### src/rtl/asp_irq_ctrl.sv
// ASP interrupt controller: per-line pending/enable/mode, round-robin delivery over valid/ready.
// Optional ASP_IRQ_COALESCE_EN adds a COALESCE CSR and a post-accept HOLDOFF state.
`timescale 1ns/1ps
module asp_irq_ctrl #(
    parameter int NUM_IRQ_LINES  = 4,
    parameter int CSR_ADDR_WIDTH = 3,
    parameter int IRQ_ID_WIDTH   = 5,
    parameter logic [NUM_IRQ_LINES-1:0] DEFAULT_EDGE_MASK = '0
) (
    input  logic                      clk,
    input  logic                      reset_n,
    input  logic [NUM_IRQ_LINES-1:0]  irq_in,
    input  logic [CSR_ADDR_WIDTH-1:0] csr_address,
    input  logic                      csr_write,
    input  logic [63:0]               csr_writedata,
    input  logic                      csr_read,
    output logic [63:0]               csr_readdata,
    output logic                      csr_readdatavalid,
    output logic                      irq_valid,
    output logic [IRQ_ID_WIDTH-1:0]   irq_id,
    input  logic                      irq_ready
);
    localparam int N = NUM_IRQ_LINES;
    localparam logic [IRQ_ID_WIDTH-1:0]   LAST_ID      = IRQ_ID_WIDTH'(N - 1);
    localparam logic [CSR_ADDR_WIDTH-1:0] ADDR_PENDING = CSR_ADDR_WIDTH'(0);
    localparam logic [CSR_ADDR_WIDTH-1:0] ADDR_ENABLE  = CSR_ADDR_WIDTH'(1);
    localparam logic [CSR_ADDR_WIDTH-1:0] ADDR_MODE    = CSR_ADDR_WIDTH'(2);
    localparam logic [CSR_ADDR_WIDTH-1:0] ADDR_CLEAR   = CSR_ADDR_WIDTH'(3);
    localparam logic [CSR_ADDR_WIDTH-1:0] ADDR_INFO    = CSR_ADDR_WIDTH'(4);
`ifdef ASP_IRQ_COALESCE_EN
    localparam logic [CSR_ADDR_WIDTH-1:0] ADDR_COAL    = CSR_ADDR_WIDTH'(5);
`endif

    typedef enum logic [1:0] {
        S_IDLE    = 2'd0,
        S_REQ     = 2'd1
`ifdef ASP_IRQ_COALESCE_EN
        ,S_HOLDOFF = 2'd2
`endif
    } state_t;

    state_t                    state, state_n;
    logic [N-1:0]              pending, enable, mode, inflight, irq_prev;
    logic [N-1:0]              wdata, clr_mask, set_mask, eligible, accept_mask;
    logic [IRQ_ID_WIDTH-1:0]   rr_ptr, rr_ptr_n, irq_id_n, grant_id, hi_id, lo_id;
    logic                      irq_valid_n, grant_found, hi_found, lo_found, accept;
    logic [63:0]               rd_mux;
    logic                      unused_wdata;
`ifdef ASP_IRQ_COALESCE_EN
    logic [15:0]               coalesce, hold_cnt, hold_cnt_n;
`endif

    assign unused_wdata = ^csr_writedata[63:N];
    assign wdata        = csr_writedata[N-1:0];
    assign clr_mask     = (csr_write && csr_address == ADDR_CLEAR) ? wdata : '0;
    // Edge lines latch on the rising transition only; level lines whenever high.
    assign set_mask     = (mode & irq_in & ~irq_prev) | (~mode & irq_in);
    assign eligible     = pending & enable & ~inflight;
    assign accept_mask  = accept ? (N'(1) << irq_id) : '0;

    // Round-robin: lowest eligible line at/after rr_ptr, else lowest eligible overall.
    always_comb begin
        hi_found = 1'b0;
        lo_found = 1'b0;
        hi_id    = '0;
        lo_id    = '0;
        for (int i = N - 1; i >= 0; i--) begin
            if (eligible[i]) begin
                lo_found = 1'b1;
                lo_id    = IRQ_ID_WIDTH'(i);
                if (IRQ_ID_WIDTH'(i) >= rr_ptr) begin
                    hi_found = 1'b1;
                    hi_id    = IRQ_ID_WIDTH'(i);
                end
            end
        end
        grant_found = lo_found;
        grant_id    = hi_found ? hi_id : lo_id;
    end

    always_comb begin
        state_n     = state;
        irq_valid_n = irq_valid;
        irq_id_n    = irq_id;
        rr_ptr_n    = rr_ptr;
        accept      = 1'b0;
`ifdef ASP_IRQ_COALESCE_EN
        hold_cnt_n  = hold_cnt;
`endif
        case (state)
            S_IDLE: begin
                if (grant_found) begin
                    irq_valid_n = 1'b1;
                    irq_id_n    = grant_id;
                    state_n     = S_REQ;
                end
            end
            S_REQ: begin
                if (irq_ready) begin
                    accept      = 1'b1;
                    irq_valid_n = 1'b0;
                    rr_ptr_n    = (irq_id == LAST_ID) ? '0 : irq_id + IRQ_ID_WIDTH'(1);
                    state_n     = S_IDLE;
`ifdef ASP_IRQ_COALESCE_EN
                    // The accept cycle counts as the first holdoff cycle.
                    if (coalesce > 16'd1) begin
                        state_n    = S_HOLDOFF;
                        hold_cnt_n = coalesce - 16'd1;
                    end
`endif
                end
            end
`ifdef ASP_IRQ_COALESCE_EN
            S_HOLDOFF: begin
                if (hold_cnt <= 16'd1) state_n = S_IDLE;
                else hold_cnt_n = hold_cnt - 16'd1;
            end
`endif
            default: state_n = S_IDLE;
        endcase
    end

    always_comb begin
        rd_mux = '0;
        case (csr_address)
            ADDR_PENDING: rd_mux[N-1:0] = pending;
            ADDR_ENABLE:  rd_mux[N-1:0] = enable;
            ADDR_MODE:    rd_mux[N-1:0] = mode;
            ADDR_INFO:    rd_mux[31:0]  = {16'h0100, 8'(IRQ_ID_WIDTH), 8'(NUM_IRQ_LINES)};
`ifdef ASP_IRQ_COALESCE_EN
            ADDR_COAL:    rd_mux[15:0]  = coalesce;
`endif
            default:      rd_mux = '0;
        endcase
    end

    always_ff @(posedge clk) begin
        if (!reset_n) begin
            state             <= S_IDLE;
            irq_valid         <= 1'b0;
            irq_id            <= '0;
            rr_ptr            <= '0;
            pending           <= '0;
            enable            <= '0;
            mode              <= DEFAULT_EDGE_MASK;
            inflight          <= '0;
            irq_prev          <= '0;
            csr_readdata      <= '0;
            csr_readdatavalid <= 1'b0;
`ifdef ASP_IRQ_COALESCE_EN
            coalesce          <= '0;
            hold_cnt          <= '0;
`endif
        end else begin
            state             <= state_n;
            irq_valid         <= irq_valid_n;
            irq_id            <= irq_id_n;
            rr_ptr            <= rr_ptr_n;
            irq_prev          <= irq_in;
            // A set in the same cycle as a clear wins.
            pending           <= (pending & ~clr_mask) | set_mask;
            inflight          <= (inflight & ~clr_mask) | accept_mask;
            if (csr_write && csr_address == ADDR_ENABLE) enable <= wdata;
            if (csr_write && csr_address == ADDR_MODE)   mode   <= wdata;
`ifdef ASP_IRQ_COALESCE_EN
            if (csr_write && csr_address == ADDR_COAL)   coalesce <= csr_writedata[15:0];
            hold_cnt          <= hold_cnt_n;
`endif
            csr_readdatavalid <= csr_read;
            csr_readdata      <= csr_read ? rd_mux : '0;
        end
    end
endmodule

### config.mk
export PLATFORM = sky130hd
export DESIGN_NAME = asp_irq_ctrl
export DESIGN_NICKNAME = d
export VERILOG_FILES = /design/src/rtl/asp_irq_ctrl.sv
export SDC_FILE = /design/constraint.sdc
export NUM_CORES = 1
export LEC_CHECK = 0
export CORE_ASPECT_RATIO = 1.1
export CORE_MARGIN = 2
export CORE_UTILIZATION = 35
export DETAILED_ROUTE_END_ITERATION = 8
export DONT_BUFFER_PORTS = 1
export GPL_ROUTABILITY_DRIVEN = 0
export PLACE_DENSITY = 0.52
export SLEW_MARGIN = 10
export SYNTH_ARGS = -nofsm -noshare
export SYNTH_HDL_FRONTEND = slang
export SYNTH_SLANG_ARGS = --single-unit
### constraint.sdc
create_clock -name clk -period 1.48 [get_ports clk]
set_clock_uncertainty 0.15 [all_clocks]
set_input_delay 0.296 -clock clk [delete_from_list [all_inputs] [get_ports clk]]
set_output_delay 0.296 -clock clk [all_outputs]
set_load 0.01 [all_outputs]
# Word level (Yosys, flattened, before mapping)
# Cells that the tools add are included.
[totals]
input_bits = 76
ram_bits = 0
out_inout_bits = 71
mem_count = 0
ff_bits = 98
romBits = 0
wordCells = 89
latch_bits = 0
[op_classes]
n_eq_ne = 8
mux = 38
order_cmp = 4
mul = 0
add_sub_neg = 1
n_div = 0
bitwise_logic = 14
reduce_logical = 11
n_shift = 1
[ops]
columns = ["op", "count"]
rows = [
  ["5-bit 2-to-1 mux", 11],
  ["4-bit AND", 7],
  ["21-bit 2-to-1 mux", 1],
  ["1-bit 2-to-1 mux", 16],
  ["4-bit inverter", 4],
  ["4-bit case mux with 4 select lines", 1],
  ["4-bit bitwise OR", 3],
  ["1-bit by 5-bit >= comparator with 1-bit output, first input constant", 2],
  ["2-bit by 5-bit >= comparator with 1-bit output, first input constant", 2],
  ["2-bit 2-to-1 mux", 5],
  ["4-bit 2-to-1 mux", 2],
  ["2-bit AND reduction", 4],
  ["3-bit by 2-bit equality test with 1-bit output, second input constant", 2],
  ["5-bit by 1-bit adder with 5-bit output, second input constant", 1],
  ["5-bit by 2-bit equality test with 1-bit output, second input constant", 1],
  ["1-bit by 5-bit << shifter with 4-bit output, first input constant", 1],
  ["2-bit != test, second input constant", 2],
  ["2-bit case mux with 2 select lines", 1],
  ["3-bit by 1-bit equality test with 1-bit output, second input constant", 1],
  ["3-bit equality test, second input constant", 1],
  ["1-bit logical AND", 3],
  ["3-bit zero test", 1],
  ["3-bit AND reduction", 1],
  ["2-bit by 1-bit equality test with 1-bit output, second input constant", 1],
  ["3 further kinds", 3],
]

# Longest topological paths before layout
# Gate-level depths: netlist of run 1.
[logic_depth]
ltp_word = 10
mapped_depth = 6
depth_no_buf = 4

# Worst setup path before layout of run 1
# OpenSTA, ideal clock, no wires.
[synth_timing]
path_kind = "input to register"
start = "input csr_address[0]"
end = "register mode[1]"
path_slack_ns = 0.126
arrival_ns = 1.076
n_path_buf = 2
stages = 6
setup_ns = 0.128
required_time_ns = 1.202
path_cell_list = "buf_4 -> nor2b_4 -> and3b_1 -> buf_4 -> mux2i_1 -> nor2_1"
[synth_between]
elab_chain_len = 2
[synth_rtl]
columns = ["element", "line_no", "text"]
rows = [
  ["start, declared", "13", "input logic [CSR_ADDR_WIDTH-1:0] csr_address,"],
  ["3-bit by 2-bit equality test with 1-bit output", "164", "if (csr_write && csr_address == ADDR_MODE) mode <= wdata;"],
  ["1-bit logical AND", "164", ""],
  ["end signal, assigned", "164", ""],
  ["end, declared", "43", "logic [N-1:0] pending, enable, mode, inflight, irq_prev;"],
]
# Every way passes these cells.
# A chain may end at the register's enable or synchronous reset.

# Worst setup path in the final report of run 1
[layout_timing]
start = "input irq_in[0]"
end = "register irq_prev[0]"
[layout_rtl]
columns = ["element", "line_no", "text"]
rows = [
  ["start, declared", "12", "input logic [NUM_IRQ_LINES-1:0] irq_in,"],
  ["end signal, assigned", "159", "irq_prev <= irq_in;"],
  ["end, declared", "43", ""],
]
# No word-level cell between the ends.

==> results of run 1 <==
-- cells in the mapped netlist, drive strengths merged (2+ instances only) --
cell,n,share of area
ha,4,0.027
and3b,6,0.030
and2,7,0.024
nor2,26,0.053
a21oi,8,0.022
nand2,12,0.024
a22oi,8,0.032
inv,5,0.010
buf,66,0.27
nand2b,2,0.0068
nand3b,2,0.0081
clkbuf,4,0.0088
dfxtp,31,0.33
mux2i,12,0.065
o21ai,4,0.011
-- area by class of cell --
cell class	count	share of cell area
Clock buffer	8	0.0540
Inverter	5	0.0101
Multi-Input combinational cell	165	0.497
Sequential cell	31	0.336
Tap cell	58	0.0392
Timing Repair Buffer	12	0.0635
-- through the flow --
step	util	setup WS (ps)	total power, mW
floorplan	-	126	1.16
global placement	0.333	51.3	1.06
detailed placement	0.333	46.7	1.06
CTS	0.367	10.8	1.81
global route	0.366	-28.1	1.88
finish	0.366	2.02	1.78
-- registers in the layout, summed over array words and instances, names as in the netlist --
signal	count
csr_readdata	5
irq_valid	1
csr_readdatavalid	1
irq_id	2
irq_prev	4
pending	4
inflight	4
rr_ptr	2
enable	4
mode	4
-- cells by family (layout without fill, tap and decap cells) --
family,count (synthesis),count (layout),share of synthesized area
compound gates,28,28,0.109
fa+ha+maj,4,4,0.0270
buf+inv,75,25,0.288
flops,31,31,0.335
mux,12,12,0.0648
other cells,1,60,0.00202
simple gates,61,61,0.174
-- path summary, 6_finish.rpt --
path,from,to,slack [ps],cells past startpoint
min reg2reg,inflight[1]$_SDFF_PN0_,inflight[1]$_SDFF_PN0_,350,2
max,irq_in[0],irq_prev[0]$_SDFF_PN0_,2,3
min,reset_n,irq_prev[1]$_SDFF_PN0_,-6,1
max reg2reg,pending[2]$_SDFF_PN0_,irq_id[1]$_SDFFE_PN0P_,70,4
-- metal layers --
metal | part of all wire | up-vias | GRT usage | routed length [um]
met2 | 0.43 | 55 | 0.167 | 1420
met5 | 0 | - | 0 | 0
met1 | 0.48 | 549 | 0.156 | 1570
met3 | 0.083 | 3 | 0.0376 | 272
li1 | - | 593 | - | -
met4 | 0.010 | 0 | 0.0436 | 34
-- power by group through the flow --
stage / Sequential (mW) / Combinational [mW] / Clock, mW
after global placement: 0.897 / 0.162 / 0
after detailed placement: 0.898 / 0.162 / 0
after CTS: 0.879 / 0.178 / 0.751
after floorplan: 0.893 / 0.265 / 0
final: 0.880 / 0.177 / 0.728
after global routing: 0.882 / 0.199 / 0.802
-- repair_timing --
item,in CTS,in global routing
endpoints found under the hold margin,4,0
gates resized for setup,0,3
hold buffers,7,0
setup endpoints to repair,0,3
setup buffers,0,0
==> implementation parameters, run 1 <==
Parameter                              Value

Outcome
  Status ... finished, violations left
  Failing checks ... negative hold slack

Setup path
  Crit start category ... primary input
  Crit path capture type ... flip-flop
  Crit path max fanout ... 2
  Cell type group with the largest total delay on the critical path ... buffers and inverters
  Sum of buffers and inverters on the critical path ... 2
  Most used cell, CP ... sky130_fd_sc_hd__dlygate4sd3_1
  Slowest cell delay on critical path ... approximately 540 ps
  Arrival time of data at the critical path endpoint ... roughly 1500 ps
  Slowest CP cell ... sky130_fd_sc_hd__dlygate4sd3_1
  Setup Crit Path Kind ... in2reg
  Required time at the worst-slack endpoint ... roughly 1500 ps
  Worst-path cell chain ... dlygate4sd3_1, and2_1, dlygate4sd3_1

Finish
  FF/Latch Area ... about 620 um2
  Commonest cells after routing, fill and taps aside ... sky130_fd_sc_hd__conb_1, sky130_fd_sc_hd__dfxtp_1, sky130_fd_sc_hd__nor2_1, sky130_fd_sc_hd__nand2_1, sky130_fd_sc_hd__mux2i_1
  Final antenna diode count ... 0
  Layout cell share with drive strength beyond 1 ... 0.0995
  Filler Cell Count ... 532
  Area of the multi-input gates ... roughly 920 um2
  Most common cell after layout, fill and taps aside ... sky130_fd_sc_hd__conb_1
  Final cell count without fillers ... around 280
  Final instance area ... around 0.0019 mm2
  Post-synthesis to final-layout area growth ... 0.000162%
  Number of nets in the finished design ... 300

Pwr
  Net switching power of the design ... roughly 440 uW
  Part of the total power dissipated in combinational logic ... 0.099
  Leakage Power ... slightly above 0.8 nW
  Share of power burned in the clock network ... 0.408
  Cell Pwr Density ... 963 mW/mm2
  Max VDD drop ... approximately 370 uV
  Switching share of total power ... 0.246
  Internal cell power ... 1.35 mW
  Sequential group share of total power ... 0.493

Drt
  Mean routed wirelength per cell ... roughly 12 um
  Drt via density ... approximately 4.3
  Antenna-violating nets left ... 0
  # DRC ... 0
  Routed via count ... 1200
  DRC violation total after the first TritonRoute iteration ... 54
  WL final ... 3290 um
  First-pass DRT Iterations ... 4

Clock network
  Clock tree root driver cell ... sky130_fd_sc_hd__clkbuf_8
  CTS sink count ... 31
  Register clock-pin slew on the reported worst setup and hold paths ... 60 ps
  Max clock buf depth ... 2
  H-tree depth ... 2
  Clock tree from TritonCTS ... done
  TritonCTS Buffers ... 5
  Clock Latency Late Sink ... 280 ps

Timing
  Final Hold Viols ... 1
  Unrepaired setup endpoints after global routing ... true
  Post-route clock period utilization ... 0.999
  Total negative setup slack ... 0 ps
  Max-slew violations ... 0
  Peak Freq ... 677 MHz
  Final setup violation count ... 0
  Final period demand of the worst path ... 1480 ps
  Hold Slack ... -5.70 ps

Floorplanning
  Effective utilization at floorplan ... 0.366
  Std-Cell Core Area ... approximately 0.005 mm2
  Width of the chip ... around 73 um
  Vertical die dimension ... around 80 um
  FP Rows ... 27
  Top Ports ... ~150
  Die ar. ... a little under 0.006 mm2

GRT
  Total overflow reported by the global router ... 0
  Antenna violations before repair ... 0
  Total routing usage reported by global routing ... 0.115
  Wire length of the first global-routing pass ... slightly above 5000 um
  Number of global-route vias before repair ... around 1000
  Largest net degree at the start of global routing ... 17

Yosys
  Avg Synthesized Cell Area ... between 8 and 9 um2
  Number of instances in the synthesized netlist ... between 200 and 250
  Number of flops mapped to enable cells by yosys ... 0
  Number of synthesized register bits ... 31
  Netlist area before placement ... about 0.0019 mm2
  Yosys warns ... 0
  Predominant post-synthesis flop cell ... sky130_fd_sc_hd__dfxtp_1
  Post-synth ARST share ... 0
  Sequential element share of the synthesized area ... 0.335
  Count of different cell masters after synthesis ... 33

Placement
  Post-DP Area ... 0.00169 mm2
  Post-DP HPWL ... ~2500 um
  Count of input and output buffers ... 0
  Placed cell count ... ~270

Job
  Count of max-cap constraint violations ... 0

Hold path
  Class of the tightest hold or removal check ... in2reg
No activity file was read; power rests on OpenSTA's default activity.
==> run 2: changes to the inputs <==
- CTS_BUF_LIST: default -> sky130_fd_sc_hd__clkbuf_16
- MAX_ROUTING_LAYER: default -> met4
- SETUP_SLACK_MARGIN: default -> 0.4
==> implementation parameters, run 2 (synthesis results as in run 1) <==
Parameter                              Value

Setup path
  Required time at the worst-slack endpoint ... 1520 ps (+30 ps)
  Setup Crit Path Kind ... reg2reg
  Arrival time of data at the critical path endpoint ... 1450 ps (-40 ps)
  Crit path capture type ... flip-flop
  Worst Reg-to-Reg Cells ... 4 (unchanged)
  Crit start category ... flip-flop
  Worst-path cell chain ... and3b_2, o41ai_4, nand3_1, o31ai_1
  Number of cells on the critical path ... 4 (+1)
  Cell type group with the largest total delay on the critical path ... compound AO/OA/AOI/OAI gates
  Slowest CP cell ... sky130_fd_sc_hd__o41ai_4
  Crit path max fanout ... 4 (+2)
  Sum of buffers and inverters on the critical path ... 0 (-2)
  Slowest cell delay on critical path ... 430 ps (-110 ps)

Finish
  Layout cell share with drive strength beyond 1 ... 0.202 (+0.102)
  Most flop-heavy register ... csr_readdata
  Most common cell after layout, fill and taps aside ... sky130_fd_sc_hd__conb_1
  Number of nets in the finished design ... 303 (+1.0%)
  Flip-flop count of the largest register after layout ... 5 (unchanged)
  Commonest cells after routing, fill and taps aside ... sky130_fd_sc_hd__conb_1, sky130_fd_sc_hd__nor2_1, sky130_fd_sc_hd__dfxtp_1
  Final antenna diode count ... 0 (unchanged)
  Post-synthesis to final-layout area growth ... 4.86%
  Final cell count without fillers ... 281 (+0.72%)
  Filler Cell Count ... 545 (+2.4%)

Placement
  Worst setup timing slack at the placement stage ... 13.5 ps (-33.2 ps)
  Count of input and output buffers ... 0 (unchanged)
  Placed cell count ... 265 (unchanged)
  Post-DP HPWL ... 2540 um (+3.8%)

Clock network
  TritonCTS Buffers ... 5 (unchanged)
  Register clock-pin slew on the reported worst setup and hold paths ... 50 ps (about the same)
  H-tree depth ... 2 (unchanged)
  Clock tree root driver cell ... sky130_fd_sc_hd__clkbuf_16
  Clock tree from TritonCTS ... done
  Clock Latency Late Sink ... 270 ps (about the same)
  CTS sink count ... 31 (unchanged)
  Max clock buf depth ... 2 (unchanged)

Timing
  Peak Freq ... 708 MHz (+4.7%)
  Total negative setup slack ... 0 ps (unchanged)
  Unrepaired setup endpoints after global routing ... true
  Crit path setup slack, layout ... 67.9 ps (+65.9 ps)
  Final Hold Viols ... 0 (-1)
  Final setup violation count ... 0 (unchanged)
  Post-route clock period utilization ... 0.954 (-0.0445)
  Final period demand of the worst path ... 1410 ps (-65.9 ps)
  Max-slew violations ... 0 (unchanged)

Hold path
  Class of the tightest hold or removal check ... in2reg
  Cell depth of the worst min-delay path ... 1 (unchanged)

GRT
  Routing usage on met2 ... 0.195 (+0.0279)
  Met3 track utilization from global routing ... 0.0514 (+0.0138)
  Most utilized layer in the global route result ... met2
  Number of global-route vias before repair ... 1160 (+14%)
  Total routing usage reported by global routing ... 0.134 (+0.0196)
  Wire length of the first global-routing pass ... 5650 um (+11%)
  Largest net degree at the start of global routing ... 10 (-7)
  Grt met1 use ... 0.161 (+0.00507)
  Antenna violations before repair ... 0 (unchanged)
  Total overflow reported by the global router ... 0 (unchanged)

Drt
  WL final ... 3570 um (+8.5%)
  First-pass DRT Iterations ... 4 (unchanged)
  Drt via density ... 4.36 (+1.4%)
  # DRC ... 0 (unchanged)
  DRC violation total after the first TritonRoute iteration ... 64 (+19%)
  Routed via count ... 1225 (+2.1%)
  Antenna-violating nets left ... 0 (unchanged)
  Mean routed wirelength per cell ... 12.7 um (+7.7%)

Floorplanning
  Die ar. ... 0.00589 mm2 (unchanged)
  Std-Cell Core Area ... 0.00507 mm2 (unchanged)
  Top Ports ... 147 (unchanged)
  Vertical die dimension ... 80.3 um (unchanged)
  Effective utilization at floorplan ... 0.366 (unchanged)
  FP Rows ... 27 (unchanged)
  Width of the chip ... 73.4 um (unchanged)

Job
  Count of max-cap constraint violations ... 0 (unchanged)

Pwr
  Leakage Power ... 0.860 nW (+5.5%)
  Cell Pwr Density ... 1030 mW/mm2 (+7.3%)
  Max VDD drop ... 404 uV (+9.6%)

Outcome
  Status ... finished, final reports clean
run 2: what timing repair did:
item | in CTS | in global routing
endpoints found under the setup margin | 18 | 23
endpoints found under the hold margin | 4 | 0
hold buffers | 5 | 0
setup buffers | 4 | 0
resized for setup | 16 | 11
pin swaps | 6 | 3
run 2: final timing paths:
check        slack, ps                     endpoint              startpoint
max reg2reg         70       irq_id[1]$_SDFFE_PN0P_  enable[2]$_SDFFE_PN0P_
max                 70       irq_id[1]$_SDFFE_PN0P_  enable[2]$_SDFFE_PN0P_
min                 20  csr_readdata[10]$_SDFF_PN0_          csr_address[2]
min reg2reg        320       inflight[3]$_SDFF_PN0_  inflight[3]$_SDFF_PN0_
run 2: layer usage:
layer  vias up  routed length [um]
met5         -                   0
met4         0                  56
met3         5                 311
met2        58                1640
met1       561                1570
li1        601                   -
run 2: per-stage QoR:
step	cell area (um2)	total power, mW	hold slack, ps	utilization
after global placement	1680	1.06	268	0.331
after floorplan	2110	1.17	268	-
after CTS	1920	2.03	11.6	0.379
after detailed placement	1680	1.06	271	0.331
final	1940	2.01	17.6	0.383
after global routing	1940	2.10	16.5	0.383
run 2: worst register-to-register path, stage by stage (launching register included):
cell and delay [ps]:
sky130_fd_sc_hd__dfxtp_2 330, sky130_fd_sc_hd__and3b_2 230, sky130_fd_sc_hd__o41ai_4 430, sky130_fd_sc_hd__nand3_1 120, sky130_fd_sc_hd__o31ai_1 70
run 2: area by class of cell:
type                       instances  area [um2]  share of cell area
timing repair buffer              15         131              0.0676
clock inverter                     2        8.76             0.00451
inverter                           5        18.8             0.00966
clock buffer                       5         125              0.0644
multi-input combinational        165         940               0.484
tap                               58        72.6              0.0373
sequential                        31         647               0.333
run 2: power breakdown:
group | internal (mW) | switching, mW
Clock | 0.603 | 0.344
Combinational | 0.0624 | 0.121
Sequential | 0.860 | 0.0189
Total | 1.53 | 0.483
==> run 3: changes to the inputs <==
- clock period: 1.48 -> 1.61 ns (I/O delays scaled with it)
==> implementation parameters, run 3 (synthesis results as in run 1) <==
Parameter                              Value

Placement
  Post-DP HPWL ... 2470 um (-3.0%)
  Count of input and output buffers ... 0 (unchanged)
  Placed cell count ... 262 (-1.1%)

Floorplanning
  Width of the chip ... 73.4 um (unchanged)
  Effective utilization at floorplan ... 0.366 (unchanged)
  Std-Cell Core Area ... 0.00507 mm2 (unchanged)
  Vertical die dimension ... 80.3 um (unchanged)
  Top Ports ... 147 (unchanged)
  Die ar. ... 0.00589 mm2 (unchanged)
  FP Rows ... 27 (unchanged)

Timing
  Total negative setup slack ... 0 ps (unchanged)
  Unrepaired setup endpoints after global routing ... true
  Final period demand of the worst path ... 1400 ps (-11.0 ps)
  Peak Freq ... 714 MHz (+0.79%)
  Post-route clock period utilization ... 0.870 (-0.0839)
  Final setup violation count ... 0 (unchanged)
  Final Hold Viols ... 0 (unchanged)
  Max-slew violations ... 0 (unchanged)

Clock network
  CTS sink count ... 31 (unchanged)
  Hold bufs inserted after CTS ... 0 (-5)
  Register clock-pin slew on the reported worst setup and hold paths ... 50 ps (about the same)
  TritonCTS Buffers ... 5 (unchanged)
  Clock Latency Late Sink ... 270 ps (about the same)
  Clock tree from TritonCTS ... done
  Max clock buf depth ... 2 (unchanged)
  H-tree depth ... 2 (unchanged)
  Clock tree root driver cell ... sky130_fd_sc_hd__clkbuf_16

Setup path
  Crit path capture type ... flip-flop
  Required time at the worst-slack endpoint ... 1650 ps (+130 ps)
  Crit path max fanout ... 4 (unchanged)
  Slowest CP cell ... sky130_fd_sc_hd__o41ai_4
  Sum of buffers and inverters on the critical path ... 0 (unchanged)
  Setup Crit Path Kind ... reg2reg
  Arrival time of data at the critical path endpoint ... 1440 ps (about the same)
  Slowest cell delay on critical path ... 410 ps (-20 ps)
  Worst-path cell chain ... and3b_2, o41ai_4, nand3_1, o31ai_1
  Crit start category ... flip-flop
  Cell type group with the largest total delay on the critical path ... compound AO/OA/AOI/OAI gates

GRT
  Total overflow reported by the global router ... 0 (unchanged)
  Number of global-route vias before repair ... 981 (-15%)
  Largest net degree at the start of global routing ... 10 (unchanged)
  Wire length of the first global-routing pass ... 5040 um (-11%)
  Total routing usage reported by global routing ... 0.123 (-0.0115)
  Antenna violations before repair ... 0 (unchanged)

Finish
  Commonest cells after routing, fill and taps aside ... sky130_fd_sc_hd__conb_1, sky130_fd_sc_hd__nor2_1, sky130_fd_sc_hd__dfxtp_1, sky130_fd_sc_hd__nand2_1, sky130_fd_sc_hd__mux2i_1
  Layout cell share with drive strength beyond 1 ... 0.134 (-0.0675)
  Filler Cell Count ... 528 (-3.1%)
  Flip-flop count of the largest register after layout ... 5 (unchanged)
  Final antenna diode count ... 0 (unchanged)
  Final cell count without fillers ... 274 (-2.5%)
  Most common cell after layout, fill and taps aside ... sky130_fd_sc_hd__conb_1
  Final standard cell utilization of the core ... 0.363 (-0.0207)
  Most flop-heavy register ... csr_readdata
  Post-synthesis to final-layout area growth ... -0.810%
  Number of nets in the finished design ... 295 (-2.6%)

Drt
  DRC violation total after the first TritonRoute iteration ... 53 (-17%)
  Drt via density ... 4.28 (-1.8%)
  First-pass DRT Iterations ... 4 (unchanged)
  Routed via count ... 1173 (-4.2%)
  WL final ... 3290 um (-7.7%)
  Antenna-violating nets left ... 0 (unchanged)
  Mean routed wirelength per cell ... 12.0 um (-5.3%)
  # DRC ... 0 (unchanged)

Pwr
  Leakage Power ... 0.811 nW (-5.7%)
  Max VDD drop ... 370 uV (-8.5%)
  Cell Pwr Density ... 995 mW/mm2 (-3.8%)
  Final total power ... 1.83 mW (-9.0%)

Hold path
  Class of the tightest hold or removal check ... in2reg

Outcome
  Status ... finished, final reports clean

Job
  Count of max-cap constraint violations ... 0 (unchanged)
[run 3: what timing repair did]
item                                    in CTS  in global routing
resized for setup                           10                  3
endpoints found under the setup margin      13                 12
buffers inserted                             4                  0
pin swaps                                    6                  0
[run 3: final timing paths]
check / slack [ps] / cells after the start / to / startpoint
worst max register to register: 210 / 4 / irq_id[1]$_SDFFE_PN0P_ / enable[2]$_SDFFE_PN0P_
worst min register to register: 330 / 2 / inflight[3]$_SDFF_PN0_ / inflight[3]$_SDFF_PN0_
worst min-delay path: 20 / 1 / irq_prev[0]$_SDFF_PN0_ / irq_in[0]
worst max-delay path: 210 / 4 / irq_id[1]$_SDFFE_PN0P_ / enable[2]$_SDFFE_PN0P_
[run 3: metrics by stage]
step	cell area, um2	hold slack, ps	setup slack, ps
after detailed placement	1650	299	153
final	1840	16.9	209
after floorplan	2110	294	276
after global routing	1840	4.24	119
after CTS	1840	9.70	214
after global placement	1650	295	70.3
[run 3: cell type report]
type                    count  area (um2)  area share
clock buffers               5         125      0.0681
clock inverters             3        11.3     0.00613
inverters                   5        18.8      0.0102
multi-input cells         165         923       0.502
flip-flops and latches     31         631       0.343
well taps                  58        72.6      0.0395
repair buffers              7        56.3      0.0306
[run 3: where the power goes]
| part | total [mW] | internal, mW | switching, mW |
|---|---|---|---|
| Sequential | 0.811 | 0.794 | 0.0172 |
| Combinational | 0.152 | 0.0456 | 0.106 |
| Clock | 0.865 | 0.554 | 0.311 |
| Total | 1.83 | 1.39 | 0.434 |
[run 3: layer usage]
metal / up-vias / global-route usage / wire length, um
met5: - / - / 0
met4: 0 / 0.0600 / 51
met3: 4 / 0.0615 / 332
met2: 60 / 0.165 / 1440
met1: 522 / 0.151 / 1470
li1: 587 / - / -
==> RTL edit, RTL diff (config.mk and constraints of run 1) <==
Add a define of `ASP_IRQ_COALESCE_EN`.
--- a/src/rtl/asp_irq_ctrl.sv
+++ b/src/rtl/asp_irq_ctrl.sv
@@ -1,6 +1,8 @@
 // ASP interrupt controller: per-line pending/enable/mode, round-robin delivery over valid/ready.
 // Optional ASP_IRQ_COALESCE_EN adds a COALESCE CSR and a post-accept HOLDOFF state.
 `timescale 1ns/1ps
+`define ASP_IRQ_COALESCE_EN
+
 module asp_irq_ctrl #(
     parameter int NUM_IRQ_LINES  = 4,
     parameter int CSR_ADDR_WIDTH = 3,
Function: changed (Yosys sat finds a counterexample within 4 cycles, from zero or initial values and one cycle with reset_n low).
==> RTL edit against run 1 <==
Critical path type is now flop to flop; register-to-register slack worse by 0.58 ns; synthesized cell count grew 140%; power grew to 2.9 times the old value; design area rose to 3.0 times the old value; wire length increased to 3.5 times the old value; die area grew 120%; the flow finishes with violations (negative setup slack); highest routed layer unchanged; cell count grew to 2.8 times the old value; worst setup slack got worse by 0.51 ns; global-route usage grew 6.5 points; sequential cell count grew 46; sequential power is 140% higher; area after synthesis rose by 130%; count of clock-buffer cells in the layout rose by 2.
==> RTL edit: results (changes against run 1) <==
- Most frequent cells after synthesis: dfxtp_1, nand2_1, buf_4, nor2_1, a21oi_1
- Final HPWL DP: 8433 um (+240%)
- Final setup TNS: -8.183 ns (-8.183 ns)
- R2r worst-path depth: 6 (+2)
- CP Class: flop to flop
- Metal2 WL: 5714 um (+300%)
- GR Util All Layers: 17.94% (+6.5 points)
- Crit path arrival time: 2.12 ns (+0.63 ns)
- Avg WL per Cell: 14.81 um (+26%)
- Critical path endpoint: hold_cnt[13]$_SDFFE_PN0P_
- # setup viols final: 20 (+20)
- Status: finished with violations
- Delay-heaviest family, CP: simple AND/OR/NAND/NOR gates
- Nets: 702 (+130%)
- Grt met3 use: 4.050% (+0.29 points)
- FF-to-FF Start: coalesce[8]$_SDFFE_PN0P_
- Sequential area share after synthesis: 36.69% (+3.2 points)
- Met1 Routed Length: 4921 um (+210%)
- CP max stage cell: or4_4
- H-tree depth: 3 (+1)
- Post-Place Setup Slack: -0.6227 ns (-0.6694 ns)
- Hold Path Class: input pin to flop
- Vias in the first global route: 3689 (+260%)
- Slowest stage delay, CP: 0.56 ns (+0.02 ns)
- Leakage power total: 2.358 nW (+190%)
- M1 GR Usage: 21.85% (+6.3 points)
- Clock Latency Late Sink: 0.34 ns (+0.06 ns)
- M2 GR Usage: 30.31% (+14 points)
- Layout cells sized above 1: 24.15% (+14 points)
- Cts hold-fix bufs: 26 (+19)
- Final worst slack: -0.5072 ns (-0.5093 ns)
- Area after DPL: 0.004848 mm2 (+190%)
- First-pass GRT wire length: 18140 um (+260%)
- DR vias: 3862 (+220%)
- Num CTS Buffers: 9 (+4)
- CP Max Fanout: 9 (+7)
- Synth unique cells: 63 (+91%)
- Clk root buf: clkbuf_16
- WL met3: 499 um (+83%)
- Detailed Route WL: 11420 um (+250%)
- DRT iter0 DRCs: 143 (+160%)
- Largest net degree at the start of global routing: 24 (+7)
- Main synth FF type: dfxtp_1
- Peak VDD IR: 600.6 uV (+63%)
- Inst Count DP: 730 (+180%)
- Failing checks: negative setup slack
- Worst-Margin Slew: roughly 0.7 ns
- Post-CTS Resized: 15 (+15)
- Mean Syn Cell Area: 8.206 um2 (-6.1%)
==> RTL edit: cell count changes after synthesis, sizes merged, moves of 7 or more <==
cell and delta:
nor2 +25, nor3 +9, a31oi +7, buf -12, nand2 +53, and2 +9, a21oi +39, clkbuf +19
dfxtp +46, o32ai +7, inv +8, xnor2 +9, nor4 +10, nand3 +11
==> RTL edit: how the worst min path moves through the flow <==
stage	start	cells past startpoint	slack (ns)	end
2_1_floorplan	irq_ready	1	0.26	state[0]$_SDFFE_PN0P_
3_3_place_gp	csr_address[0]	1	0.22	csr_readdata[24]$_SDFF_PN0_
3_5_place_dp	csr_address[0]	1	0.22	csr_readdata[24]$_SDFF_PN0_
4_1_cts	csr_writedata[5]	2	0.0007	coalesce[5]$_SDFFE_PN0P_
5_1_grt	csr_writedata[5]	2	0.008	coalesce[5]$_SDFFE_PN0P_
6_report	reset_n	2	0.009	hold_cnt[0]$_SDFFE_PN0P_
==> RTL edit: where the power goes <==
part / internal (mW) / total, mW / switching, mW
logic: 0.415 / 0.881 / 0.466
registers: 2.12 / 2.15 / 0.0316
clock network: 1.33 / 2.20 / 0.866
==> RTL edit: cell type report <==
class / instances / area (um2)
clock buffer: 10 / 239.0
timing repair buffer: 123 / 1032
inverter: 13 / 48.80
clock inverter: 4 / 50.05
tap: 150 / 187.7
fill: 1152 / 6077
multi-input combinational: 394 / 2412
sequential: 77 / 1546
==> RTL edit: logic make-up after synthesis <==
family,share of synthesized area [%]
AOI/OAI and AO/OA,17.03
xor gates and xnor gates,2.502
adders and majority gates,2.382
buffers and inverters,13.01
DFF,36.69
muxes,3.157
other,0.08925
and+or+nand+nor,25.13
